`config.mk`:
```
export PLATFORM = sky130hd
export DESIGN_NAME = imem_load_ctrl
export DESIGN_NICKNAME = d
export VERILOG_FILES = /design/src/rtl/imem_pkg.sv /design/src/rtl/imem_load_ctrl_byte_packer.sv /design/src/rtl/imem_load_ctrl.sv
export SDC_FILE = /design/constraint.sdc
export NUM_CORES = 1
export LEC_CHECK = 0
export ABC_AREA = 1
export BUFFER_PORTS_ARGS = -buffer_cell sky130_fd_sc_hd__buf_2
export CAP_MARGIN = 20
export CORE_UTILIZATION = 47
export CTS_CLUSTER_DIAMETER = 80
export DETAILED_ROUTE_END_ITERATION = 10
export GPL_ROUTABILITY_DRIVEN = 0
export GPL_TIMING_DRIVEN = 0
export PLACE_DENSITY_LB_ADDON = 0.15
export SYNTH_ARGS = -nofsm -noshare
export SYNTH_HDL_FRONTEND = slang
export SYNTH_SLANG_ARGS = --single-unit
```
`constraint.sdc`:
```
create_clock -name clk -period 1.73 [get_ports clk]
set_clock_uncertainty 0.05 [all_clocks]
set_input_delay 0.0865 -clock clk [delete_from_list [all_inputs] [get_ports clk]]
set_output_delay 0.0865 -clock clk [all_outputs]
set_load 0.005 [all_outputs]
```
`src/rtl/imem_pkg.sv`:
```
// ---------------------------------------------------------------------------
// imem_pkg
// Shared constants and types for the instruction-memory boot loader.
//   ADDR_W    : byte address width of instruction memory
//   DATA_W    : instruction word width
//   MAX_WORDS : memory capacity in words
//   LEN_W     : width of the load_len word count
//   NUM_LANES : bytes per instruction word
//   NOP       : instruction presented to the core while it is held
//   state_t   : loader FSM states
// ---------------------------------------------------------------------------
package imem_pkg;

    localparam int ADDR_W    = 10;
    localparam int DATA_W    = 32;
    localparam int MAX_WORDS = 256;
    localparam int LEN_W     = 9;
    localparam int NUM_LANES = DATA_W / 8;

    // addi x0, x0, 0
    localparam logic [DATA_W-1:0] NOP = 32'h00000013;

    typedef enum logic [2:0] {
        S_IDLE,
        S_LOAD,
        S_WRITE,
        S_RUN,
        S_ERROR
    } state_t;

    // A load is legal only for 1..MAX_WORDS words.
    function automatic logic len_ok(input logic [LEN_W-1:0] len);
        return (len != '0) && (len <= LEN_W'(MAX_WORDS));
    endfunction

endpackage

```
`src/rtl/imem_load_ctrl_byte_packer.sv`:
```
// ---------------------------------------------------------------------------
// byte_packer
// Packs a byte stream little-endian into a word: the first byte of a word
// lands in bits [7:0]. The lane counter wraps after the last lane.
// Ports:
//   clk, reset  : clock, synchronous active-high reset
//   clear       : restart at lane 0 (new load)
//   byte_en     : a byte is being consumed this cycle
//   byte_in     : the byte
//   word        : assembled lanes (complete the cycle after word_valid)
//   word_valid  : this cycle's byte completes the word
// ---------------------------------------------------------------------------
module byte_packer #(
    parameter int NUM_LANES = 4
) (
    input  logic                   clk,
    input  logic                   reset,
    input  logic                   clear,
    input  logic                   byte_en,
    input  logic [7:0]             byte_in,
    output logic [NUM_LANES*8-1:0] word,
    output logic                   word_valid
);

    localparam int CNT_W = (NUM_LANES > 1) ? $clog2(NUM_LANES) : 1;
    localparam logic [CNT_W-1:0] LAST = CNT_W'(NUM_LANES - 1);

    logic [CNT_W-1:0]                lane;
    logic [NUM_LANES-1:0][7:0]       lanes_q;

    always_ff @(posedge clk) begin
        if (reset) begin
            lane    <= '0;
            lanes_q <= '0;
        end else if (clear) begin
            // stale lane data is harmless: every lane is rewritten before use
            lane <= '0;
        end else if (byte_en) begin
            lanes_q[lane] <= byte_in;
            lane          <= (lane == LAST) ? '0 : lane + 1'b1;
        end
    end

    assign word       = lanes_q;
    assign word_valid = byte_en && (lane == LAST);

endmodule

```
`src/rtl/imem_load_ctrl.sv`:
```
// ---------------------------------------------------------------------------
// imem_load_ctrl
// Boot-time loader and fetch-port owner for the instruction memory.
// A program arrives as a byte stream, is packed into little-endian words and
// written to consecutive word addresses; afterwards the memory address port
// is handed to the core PC with a combinational fetch path.
//
// Optional feature (macro IMEM_LOAD_CHECKSUM_EN): after the last program word
// one extra word is streamed in and compared against the wrapping 32-bit sum
// of the program words; match -> RUN, mismatch -> ERROR. It is never written.
//
// Ports:
//   clk, reset   : clock, synchronous active-high reset
//   start        : one-cycle load request, load_len sampled with it
//   load_len     : program length in words (1..MAX_WORDS legal)
//   byte_in, byte_valid, byte_ready : byte stream handshake
//   core_pc      : core fetch address
//   core_instr   : fetched instruction, NOP while the core is held
//   core_stall   : core must not advance
//   mem_addr, mem_wdata, mem_we, mem_rdata : instruction memory port
//   done         : program loaded and core running
//   error        : bad length or checksum failure
// ---------------------------------------------------------------------------
module imem_load_ctrl
    import imem_pkg::*;
(
    input  logic              clk,
    input  logic              reset,
    input  logic              start,
    input  logic [LEN_W-1:0]  load_len,
    input  logic [7:0]        byte_in,
    input  logic              byte_valid,
    output logic              byte_ready,
    input  logic [ADDR_W-1:0] core_pc,
    output logic [DATA_W-1:0] core_instr,
    output logic              core_stall,
    output logic [ADDR_W-1:0] mem_addr,
    output logic [DATA_W-1:0] mem_wdata,
    output logic              mem_we,
    input  logic [DATA_W-1:0] mem_rdata,
    output logic              done,
    output logic              error
);

    state_t             state, state_n;
    logic [LEN_W-1:0]   word_idx;
    logic [LEN_W-1:0]   len_q;
    logic               byte_acc;
    logic               launch;
    logic               bad_start;
    logic               last_word;
    logic [DATA_W-1:0]  word;
    logic               word_valid;

`ifdef IMEM_LOAD_CHECKSUM_EN
    logic               ck_phase;   // the word being received is the checksum
    logic [DATA_W-1:0]  csum;
    logic [DATA_W-1:0]  ck_word;
`endif

    // Ready is a pure decode of the state register, so it never depends on
    // byte_valid and the handshake has no combinational loop.
    assign byte_ready = (state == S_LOAD);
    assign byte_acc   = byte_valid && byte_ready;

    // start is only honoured where the loader is not mid-transfer
    assign launch    = start && len_ok(load_len) &&
                       (state inside {S_IDLE, S_RUN, S_ERROR});
    assign bad_start = start && !len_ok(load_len) &&
                       (state inside {S_IDLE, S_RUN, S_ERROR});

    assign last_word = ((word_idx + LEN_W'(1)) == len_q);

    byte_packer #(
        .NUM_LANES (NUM_LANES)
    ) u_packer (
        .clk        (clk),
        .reset      (reset),
        .clear      (launch),
        .byte_en    (byte_acc),
        .byte_in    (byte_in),
        .word       (word),
        .word_valid (word_valid)
    );

`ifdef IMEM_LOAD_CHECKSUM_EN
    // The checksum is judged on the cycle its last byte arrives, so the top
    // lane comes straight from the stream rather than the packer register.
    assign ck_word = {byte_in, word[23:0]};
`endif

    // -----------------------------------------------------------------------
    // State register
    // -----------------------------------------------------------------------
    always_ff @(posedge clk) begin
        if (reset) state <= S_IDLE;
        else       state <= state_n;
    end

    // -----------------------------------------------------------------------
    // Load bookkeeping: word index, latched length, checksum accumulator
    // -----------------------------------------------------------------------
    always_ff @(posedge clk) begin
        if (reset) begin
            word_idx <= '0;
            len_q    <= '0;
`ifdef IMEM_LOAD_CHECKSUM_EN
            ck_phase <= 1'b0;
            csum     <= '0;
`endif
        end else if (launch) begin
            word_idx <= '0;
            len_q    <= load_len;
`ifdef IMEM_LOAD_CHECKSUM_EN
            ck_phase <= 1'b0;
            csum     <= '0;
`endif
        end else if (state == S_WRITE) begin
            word_idx <= word_idx + LEN_W'(1);
`ifdef IMEM_LOAD_CHECKSUM_EN
            csum     <= csum + word;
            if (last_word) ck_phase <= 1'b1;
`endif
        end
    end

    // -----------------------------------------------------------------------
    // Next state and outputs
    // -----------------------------------------------------------------------
    always_comb begin
        state_n    = state;
        core_stall = 1'b1;
        core_instr = NOP;
        mem_addr   = '0;
        mem_wdata  = '0;
        mem_we     = 1'b0;
        done       = 1'b0;
        error      = 1'b0;

        case (state)
            S_IDLE: begin
                if (launch)         state_n = S_LOAD;
                else if (bad_start) state_n = S_ERROR;
            end

            S_LOAD: begin
                if (word_valid) begin
`ifdef IMEM_LOAD_CHECKSUM_EN
                    if (ck_phase)
                        state_n = (ck_word == csum) ? S_RUN : S_ERROR;
                    else
                        state_n = S_WRITE;
`else
                    state_n = S_WRITE;
`endif
                end
            end

            S_WRITE: begin
                mem_we    = 1'b1;
                mem_addr  = {word_idx[ADDR_W-3:0], 2'b00};
                mem_wdata = word;
`ifdef IMEM_LOAD_CHECKSUM_EN
                // after the last program word the checksum word follows
                state_n   = S_LOAD;
`else
                state_n   = last_word ? S_RUN : S_LOAD;
`endif
            end

            S_RUN: begin
                // single-cycle core: fetch is a straight combinational path
                mem_addr   = core_pc;
                core_instr = mem_rdata;
                core_stall = 1'b0;
                done       = 1'b1;
                if (launch)         state_n = S_LOAD;
                else if (bad_start) state_n = S_ERROR;
            end

            S_ERROR: begin
                error = 1'b1;
                if (launch)         state_n = S_LOAD;
                else if (bad_start) state_n = S_ERROR;
            end

            default: state_n = S_IDLE;
        endcase
    end

endmodule

```
==> results of run 1 <==
-- kinds of logic (layout without fill, tap and decap cells) --
family,Yosys count,in the layout,share of synthesized area
AO/OA/AOI/OAI,109,109,0.192
XOR/XNOR,3,3,0.00888
flip-flops,55,55,0.372
AND/OR/NAND/NOR,180,180,0.252
adder cells (fa/ha/maj),5,5,0.0211
buffers and inverters,118,271,0.154
-- worst paths after layout --
kind | startpoint | to | slack, ps | depth (start not counted)
max | state[2]$_SDFFE_PP0P_ | len_q[8]$_SDFFE_PP0P_ | 80 | 9
min reg2reg | u_packer.word[10]$_SDFFE_PP0P_ | u_packer.word[10]$_SDFFE_PP0P_ | 410 | 2
min | load_len[1] | len_q[1]$_SDFFE_PP0P_ | 10 | 3
max reg2reg | state[2]$_SDFFE_PP0P_ | len_q[8]$_SDFFE_PP0P_ | 80 | 9
-- synth_stat cells --
library cell  instances  area, um^2
inv_1                94         353
nor2_1               76         285
nand2_1              67         251
dfxtp_1              55        1100
a21oi_1              53         265
o21ai_0              46         230
nand3_1              20         100
clkbuf_1             12        45.0
nor2_2                7        43.8
buf_2                 5        25.0
ha_1                  5        62.6
o21ai_1               4        20.0
nand2_2               3        18.8
or2_2                 3        18.8
buf_1                 2        7.51
buf_4                 2        15.0
inv_2                 2        7.51
nand4_1               2        12.5
o21ai_2               2        17.5
xor2_1                2        17.5
a21oi_2               1        8.76
a22o_1                1        8.76
a32o_1                1        10.0
clkinv_1              1        3.75
nand3_2               1        10.0
nor3_1                1        5.00
o211ai_1              1        7.51
xnor2_1               1        8.76
-- registers in the layout (all words and copies together) (netlist names) --
| register | flops |
|---|---|
| len_q | 9 |
| state | 3 |
| word_idx | 9 |
| u_packer.lane | 2 |
| u_packer.word | 32 |
-- layout make-up --
type / count / share of cell area
Multi-Input combinational cell: 297 / 0.364
Inverter: 97 / 0.0925
Clock buffer: 5 / 0.0174
Timing Repair Buffer: 145 / 0.186
Tap cell: 75 / 0.0237
Sequential cell: 55 / 0.280
Clock inverter: 3 / 0.00568
Buffer: 21 / 0.0309
-- per-stage QoR --
| step | total power [mW] | cells |
|---|---|---|
| after CTS | 2.36 | 696 |
| after global placement | 1.62 | 686 |
| after detailed placement | 1.63 | 686 |
| after floorplan | 1.49 | 470 |
| after global routing | 2.47 | 698 |
| final | 2.37 | 698 |
-- routing by layer --
metal  routed length (um)  share of wire  GRT usage  vias up
met5                    0              0          0        -
met4                  196          0.024      0.111        0
met3                  718          0.086     0.0551       18
met2                 4060           0.49      0.442      152
met1                 3350           0.40      0.288     1484
li1                     -              -          -     1751
-- where the power goes --
part	switching (mW)	total [mW]	internal (mW)	leakage [nW]
Clock	0.456	0.747	0.292	0.0485
Sequential	0.0177	1.31	1.30	0.447
Combinational	0.177	0.305	0.128	1.45
-- worst max-delay path: cells and delay by family (launching register included) --
kind                   cells  cell delay, ps
flip-flops                 1             330
AND/OR/NAND/NOR            5             700
AO/OA/AOI/OAI              2             160
buffers and inverters      2             300
-- what timing repair did --
| action | in CTS | in global routing |
|---|---|---|
| resized for setup | 19 | 26 |
| hold buffers | 1 | 0 |
| hold endpoints to repair | 1 | 0 |
| setup buffers | 1 | 2 |
| pin swaps | 1 | 2 |
| setup endpoints to repair | 76 | 101 |
==> out/metrics.yaml, run 1 <==
critical_path:
  cpMaxStageDelayCell: "dfxtp_1"
  crit_top_cell: "nand2_2"
  cp.required_ps: 1890
  crit_type: "flip-flop to flip-flop"
  path_cells: "inv_2 > nand2_2 > nor2_4 > a21oi_1 > nor2_2 > nand2_2 > nand2_1 > clkbuf_4 > o21ai_1"
  crit_path_max_fanout: 10
  cpPeakStageDelay_ps: 330
  cp.arrival_ps: 1810
  endpoint_kind: "flip-flop"
  cp-start-kind: "flip-flop"
floorplan:
  ios: 142
  rows: 28
  dieArea_mm2: 0.00662
  core_mm2: 0.00599
  initial_core_util: 0.494
  die_x_um: 81.4
  die_h_um: 81.4
timing:
  rsz0062_at_grt: "yes"
  timing.final.crit_share: 0.955
  relSlewSlack: 0.653
  worst_pin_slew_ps: 520
  fin_ws_ps: 77.6
  hold_viol: 0
  max_freq_mhz: 605
  tns_ps: 0
  whs_ps: 12.0
  final-max-slew-violation-count: 0
  setup_violations: 0
  layout_min_cycle_time_ps: 1650
logic_synthesis:
  syn-instance-count: 470
  ys_seq_area_frac: 0.372
  synth_cell_types: 28
  ys_ff_latch: 55
  yosysWarnings: 0
  synth_area_mm2: 0.00296
  syn-num-nets: 538
  syn_avg_cell_area_um2: 6.30
cts:
  numCtsBuffers: 5
  cts_max_level: 2
  cts_tree: "yes"
  root_buffer: "clkbuf_8"
  cts_max_path_buffers: 2
  clock-sinks: 55
  clk_pin_slew_ps: 100
  insertion_delay_ps: 320
routing:
  drt_iter0_drc: 125
  drc: 0
  detail-route-antenna-nets: 0
  routedWlPerCell_um: 11.9
  num_vias: 3405
  wl_mm: 8.32
  drt_pass1_iterations: 4
  vias_per_cell: 4.88
layout:
  num_antenna_cells: 0
  drive_gt1_frac: 0.316
  area_delta_synth_final_pct: 33.9
  layout_common_cells: "buf_2 (149), inv_1 (92), nor2_1 (75), nand2_1 (65), a21oi_1 (53)"
  fillers: 591
  nNetsFinal: 690
  final_common_cell: "buf_2"
  fin_area_mm2: 0.00397
  multi_input_area_mm2: 0.00144
  post-route-util: 0.662
  register_area_mm2: 0.00111
placed_design:
  dp_hpwl_mm: 6.34
  numPortBuffers: 141
  placed_area_mm2: 0.00376
  place_ws_ps: -64.7
pwr:
  p_leak_nw: 1.95
  p_per_area_mw_per_mm2: 597
  ir_drop_mv: 0.518
run:
  cap_violations: 0
global_route:
  grt_pass1_vias: 2912
  grt_max_degree: 19
  antenna_found_initial: 0
  grt_pass1_wl_mm: 12.7
  grt_util_all_layers: 0.251
  grt_overflow: 0
run_status:
  status: "complete, no violations"
hold_path:
  hold_class: "input pin to flip-flop"
(Power assumes the default switching activity.)
==> inputs of run 2 (changes only) <==
CORE_UTILIZATION = 48   (was 47)
CTS_BUF_LIST = sky130_fd_sc_hd__clkbuf_2 sky130_fd_sc_hd__clkbuf_4 sky130_fd_sc_hd__clkbuf_8   (was not set)
==> run 2 against run 1 <==
Against the previous run:
- cell area grew 1.0%
- worst setup slack lost 30 ps
- critical path depth shrank 3
- core utilization grew 1.5 points
- cell count grew 0.14%
- hold slack gained 8.7 ps
- via count shrank 0.94%
- die area shrank 2.0%
- sequential share of layout area shrank 0.29 points
- critical path type is now flip-flop to output pin
- critical endpoint is now mem_addr[3]
- largest power group unchanged
- highest routed layer unchanged
==> out/metrics.yaml, run 2 (same netlist as run 1, synthesis figures left out) <==
run_status:
  status: "complete, no violations"
critical_path:
  ff2ff_path_depth: 9
  critPathCapture: "mem_addr[3]"
  path_cells: "inv_1 > nand2_2 > nor2_4 > buf_2 > a22o_1 > buf_2"
  path_depth: 6
  cp.arrival_ps: 1550
  cpPeakStageDelay_ps: 320
  cp.required_ps: 1590
  cp-start-kind: "flip-flop"
  critPathBufInv: 3
  reg2reg_to: "state[2]$_SDFFE_PP0P_"
  crit_path_max_fanout: 10
  reg2reg_from: "state[2]$_SDFFE_PP0P_"
  crit_type: "flip-flop to output pin"
  crit_family: "buffers and inverters"
  r2r_slack_ps: 80
  endpoint_kind: "output pin"
  crit_top_cell: "buf_2"
  cpMaxStageDelayCell: "dfxtp_1"
  critPathLaunch: "state[2]$_SDFFE_PP0P_"
timing:
  worst_pin_slew_ps: 505
  tns_ps: 0
  fin_ws_ps: 47.9
  setup_violations: 0
  layout_min_cycle_time_ps: 1680
  whs_ps: 20.7
  hold_viol: 0
  max_freq_mhz: 595
  rsz0062_at_grt: "yes"
  timing.final.crit_share: 0.972
  relSlewSlack: 0.664
  final-max-slew-violation-count: 0
floorplan:
  core_mm2: 0.00592
  die_x_um: 80.5
  initial_core_util: 0.500
  rows: 28
  dieArea_mm2: 0.00649
  die_h_um: 80.5
  ios: 142
global_route:
  grt_max_degree: 17
  grt_pass1_wl_mm: 12.3
  grt_overflow: 0
  grt_util_all_layers: 0.243
  grt_pass1_vias: 2815
  antenna_found_initial: 0
layout:
  nNetsFinal: 691
  final_common_cell: "buf_2"
  layout_common_cells: "buf_2 (149), inv_1 (93), nor2_1 (75), nand2_1 (65), a21oi_1 (53)"
  post-route-util: 0.677
  area_delta_synth_final_pct: 35.3
  fillers: 547
  drive_gt1_frac: 0.317
  largest_reg_flops: 32
  multi_input_area_mm2: 0.00145
  register_area_mm2: 0.00111
  num_antenna_cells: 0
placed_design:
  place_ws_ps: -74.4
  dp_hpwl_mm: 6.20
  numPortBuffers: 141
cts:
  cts_max_level: 2
  root_buffer: "clkbuf_8"
  insertion_delay_ps: 310
  clk_pin_slew_ps: 100
  numCtsBuffers: 5
  cts_tree: "yes"
  cts_max_path_buffers: 2
  clock-sinks: 55
routing:
  num_vias: 3373
  wl_mm: 8.09
  drc: 0
  drt_iter0_drc: 127
  drt_pass1_iterations: 4
  detail-route-antenna-nets: 0
  vias_per_cell: 4.83
  routedWlPerCell_um: 11.6
pwr:
  ir_drop_mv: 0.435
  p_per_area_mw_per_mm2: 625
  p_leak_nw: 1.99
  power_mw: 2.50
hold_path:
  hold_class: "input pin to flip-flop"
run:
  cap_violations: 0
## run 2: cell count changes in the layout (fill, tap and decap cells not counted), sizes merged
| cell | before | now |
|---|---|---|
| buf | 156 | 158 |
| bufinv | 0 | 1 |
| clkinv | 2 | 1 |
| inv | 98 | 97 |
## run 2: how the worst min path moves through the flow
stage                start                    end  slack, ps  depth (start not counted)
6_report       load_len[3]  len_q[3]$_SDFFE_PP0P_         20                          3
5_1_grt        load_len[7]  len_q[7]$_SDFFE_PP0P_         20                          3
4_1_cts        load_len[3]  len_q[3]$_SDFFE_PP0P_         20                          3
3_5_place_dp         reset  state[1]$_SDFFE_PP0P_        210                          2
3_3_place_gp         reset  state[1]$_SDFFE_PP0P_        210                          2
2_1_floorplan        reset  state[1]$_SDFFE_PP0P_        100                          1
## run 2: area by class of cell
class,count,share of cell area
Clock buffer,6,0.0206
Clock inverter,2,0.00874
Tap cell,75,0.0234
Inverter,97,0.0915
Timing Repair Buffer,146,0.186
Multi-Input combinational cell,297,0.363
Sequential cell,55,0.277
Buffer,21,0.0300
## run 2: timing repair
item                                   CTS  global route
pin swaps                                2             4
buffers inserted                         1             3
hold buffers                             1             0
endpoints found under the hold margin    1             0
gates resized for setup                 18            23
setup endpoints to repair               73            83
## run 2: metal layers
metal	wire length, um	share of wire	GRT usage
met5	0	0	0
met2	4160	0.51	0.450
met3	459	0.057	0.0432
met1	3400	0.42	0.286
met4	71	0.0088	0.0589
## run 2: worst register-to-register path: cells and delay by family, from the launching register on
family | cells | cell delay (ps)
AOI/OAI and AO/OA | 2 | 280
and+or+nand+nor | 5 | 690
buffers and inverters | 2 | 200
DFF | 1 | 320
## run 2: where the power goes
group / total [mW] / internal (mW) / switching, mW
Clock: 0.896 / 0.469 / 0.427
Combinational: 0.296 / 0.123 / 0.173
Sequential: 1.31 / 1.30 / 0.0175
## run 2: stage by stage
stage	std cells	instance area, um^2
2_1_floorplan	470	2960
3_3_place_gp	686	3760
3_5_place_dp	686	3760
4_1_cts	696	3930
5_1_grt	699	4010
6_report	699	4010
==> inputs of run 3 (changes only) <==
PLACE_DENSITY = 0.9   (was not set)
PLACE_DENSITY_LB_ADDON = not set   (was 0.15)
==> run 3 against run 2 <==
Against the previous run:
- critical path depth rose by 1
- sequential power barely moved
- combinational power barely moved
- worst setup slack improved by 6.4 ps
- cell count fell by 0.14%
- hold slack got worse by 8.3 ps
- maximum frequency rose by 0.38%
- sequential share of layout area rose by 0.50 points
- count of clock-buffer cells in the layout fell by 1
- total power fell by 8.2%
- die area did not move
- clock power fell by 23%
- critical endpoint is now mem_addr[8]
- highest routed layer unchanged
==> out/metrics.yaml, run 3 (same netlist as run 1, synthesis figures left out) <==
run_status:
  status: "complete, no violations"
cts:
  clk_pin_slew_ps: 90
  cts_max_path_buffers: 2
  insertion_delay_ps: 310
  cts_tree: "yes"
  clock-sinks: 55
  root_buffer: "clkbuf_8"
  numCtsBuffers: 5
  cts_max_level: 2
global_route:
  grt_pass1_vias: 3117
  grt_overflow: 0
  grt_pass1_wl_mm: 13.1
  antenna_found_initial: 0
  grt_max_degree: 17
  grt_util_all_layers: 0.259
routing:
  wl_mm: 8.44
  detail-route-antenna-nets: 0
  num_vias: 3482
  routedWlPerCell_um: 12.1
  vias_per_cell: 4.99
  drt_iter0_drc: 180
  drc: 0
  drt_pass1_iterations: 5
pwr:
  p_leak_nw: 1.96
  power_frac_clock: 0.300
  p_seq_frac: 0.572
  power_mw: 2.30
  internal_power_mw: 1.70
  combPwrFrac: 0.128
  swShare: 0.262
  p_sw_mw: 0.602
  ir_drop_mv: 0.437
  p_per_area_mw_per_mm2: 581
critical_path:
  crit_type: "flip-flop to output pin"
  cp.required_ps: 1590
  cp.arrival_ps: 1540
  endpoint_kind: "output pin"
  crit_path_max_fanout: 10
  cp-start-kind: "flip-flop"
timing:
  tns_ps: 0
  timing.final.crit_share: 0.969
  setup_violations: 0
  final-max-slew-violation-count: 0
  whs_ps: 12.4
  worst_pin_slew_ps: 512
  max_freq_mhz: 597
  hold_viol: 0
  rsz0062_at_grt: "yes"
  layout_min_cycle_time_ps: 1680
  relSlewSlack: 0.659
run:
  cap_violations: 0
layout:
  area_delta_synth_final_pct: 33.5
  layout_common_cells: "buf_2 (151), inv_1 (93), nor2_1 (75), nand2_1 (65), a21oi_1 (53)"
  num_antenna_cells: 0
  drive_gt1_frac: 0.319
  post-route-util: 0.668
  nNetsFinal: 690
  final_common_cell: "buf_2"
  largest_reg_flops: 32
placed_design:
  dp_hpwl_mm: 6.60
  numPortBuffers: 141
floorplan:
  die_h_um: 80.5
  rows: 28
  ios: 142
  die_x_um: 80.5
  initial_core_util: 0.500
  core_mm2: 0.00592
  dieArea_mm2: 0.00649
hold_path:
  hold_class: "input pin to flip-flop"
## run 3: path summary, 6_finish.rpt
| check | from | endpoint | slack, ps | depth (start not counted) |
|---|---|---|---|---|
| setup / recovery | state[2]$_SDFFE_PP0P_ | mem_addr[8] | 50 | 7 |
| hold reg to reg | u_packer.word[12]$_SDFFE_PP0P_ | u_packer.word[12]$_SDFFE_PP0P_ | 410 | 2 |
| setup reg to reg | state[2]$_SDFFE_PP0P_ | state[1]$_SDFFE_PP0P_ | 70 | 13 |
| hold / removal | load_len[8] | len_q[8]$_SDFFE_PP0P_ | 10 | 3 |
## run 3: per-layer routing
layer,track usage,up-vias,wire (um)
li1,-,1754,-
met3,0.0489,15,703
met2,0.480,155,4270
met4,0.0893,0,136
met5,0,-,0
met1,0.293,1558,3340
## run 3: cell type report
class                   count  area [um^2]
plain buffers              21          109
multi-input cells         297         1450
fillers                   521         1970
well taps                  75         93.8
inverters                  97          365
clock buffers               5         68.8
repair buffers            145          738
flip-flops and latches     55         1110
clock inverters             3         15.0
## run 3: timing repair
action / 4_1_cts / 5_1_grt
endpoints found under the setup margin: 71 / 94
hold buffers: 1 / 0
endpoints found under the hold margin: 1 / 0
pin swaps: 0 / 9
buffers inserted: 2 / 1
resized for setup: 15 / 24
## run 3: power by group through the flow
| stage | Combinational (mW) | Clock, mW | Sequential [mW] |
|---|---|---|---|
| 3_5_place_dp | 0.282 | 0 | 1.34 |
| 5_1_grt | 0.335 | 0.752 | 1.32 |
| 2_1_floorplan | 0.154 | 0 | 1.34 |
| 6_report | 0.295 | 0.689 | 1.31 |
| 3_3_place_gp | 0.272 | 0 | 1.34 |
| 4_1_cts | 0.289 | 0.698 | 1.31 |
## run 3: worst max-delay path: stages (launching register included)
cell and delay, ps:
dfxtp_2 340, inv_2 70, nand2_2 90, nor2_4 140
inv_1 110, buf_4 190, o21ai_0 160, buf_2 140
## run 3: metrics by stage
step	worst slack [ps]	area [um^2]	cells
4_1_cts	20.9	3890	697
2_1_floorplan	203	2960	470
3_5_place_dp	-44.5	3760	686
5_1_grt	-93.0	3950	698
6_report	54.3	3950	698
3_3_place_gp	-32.4	3760	686
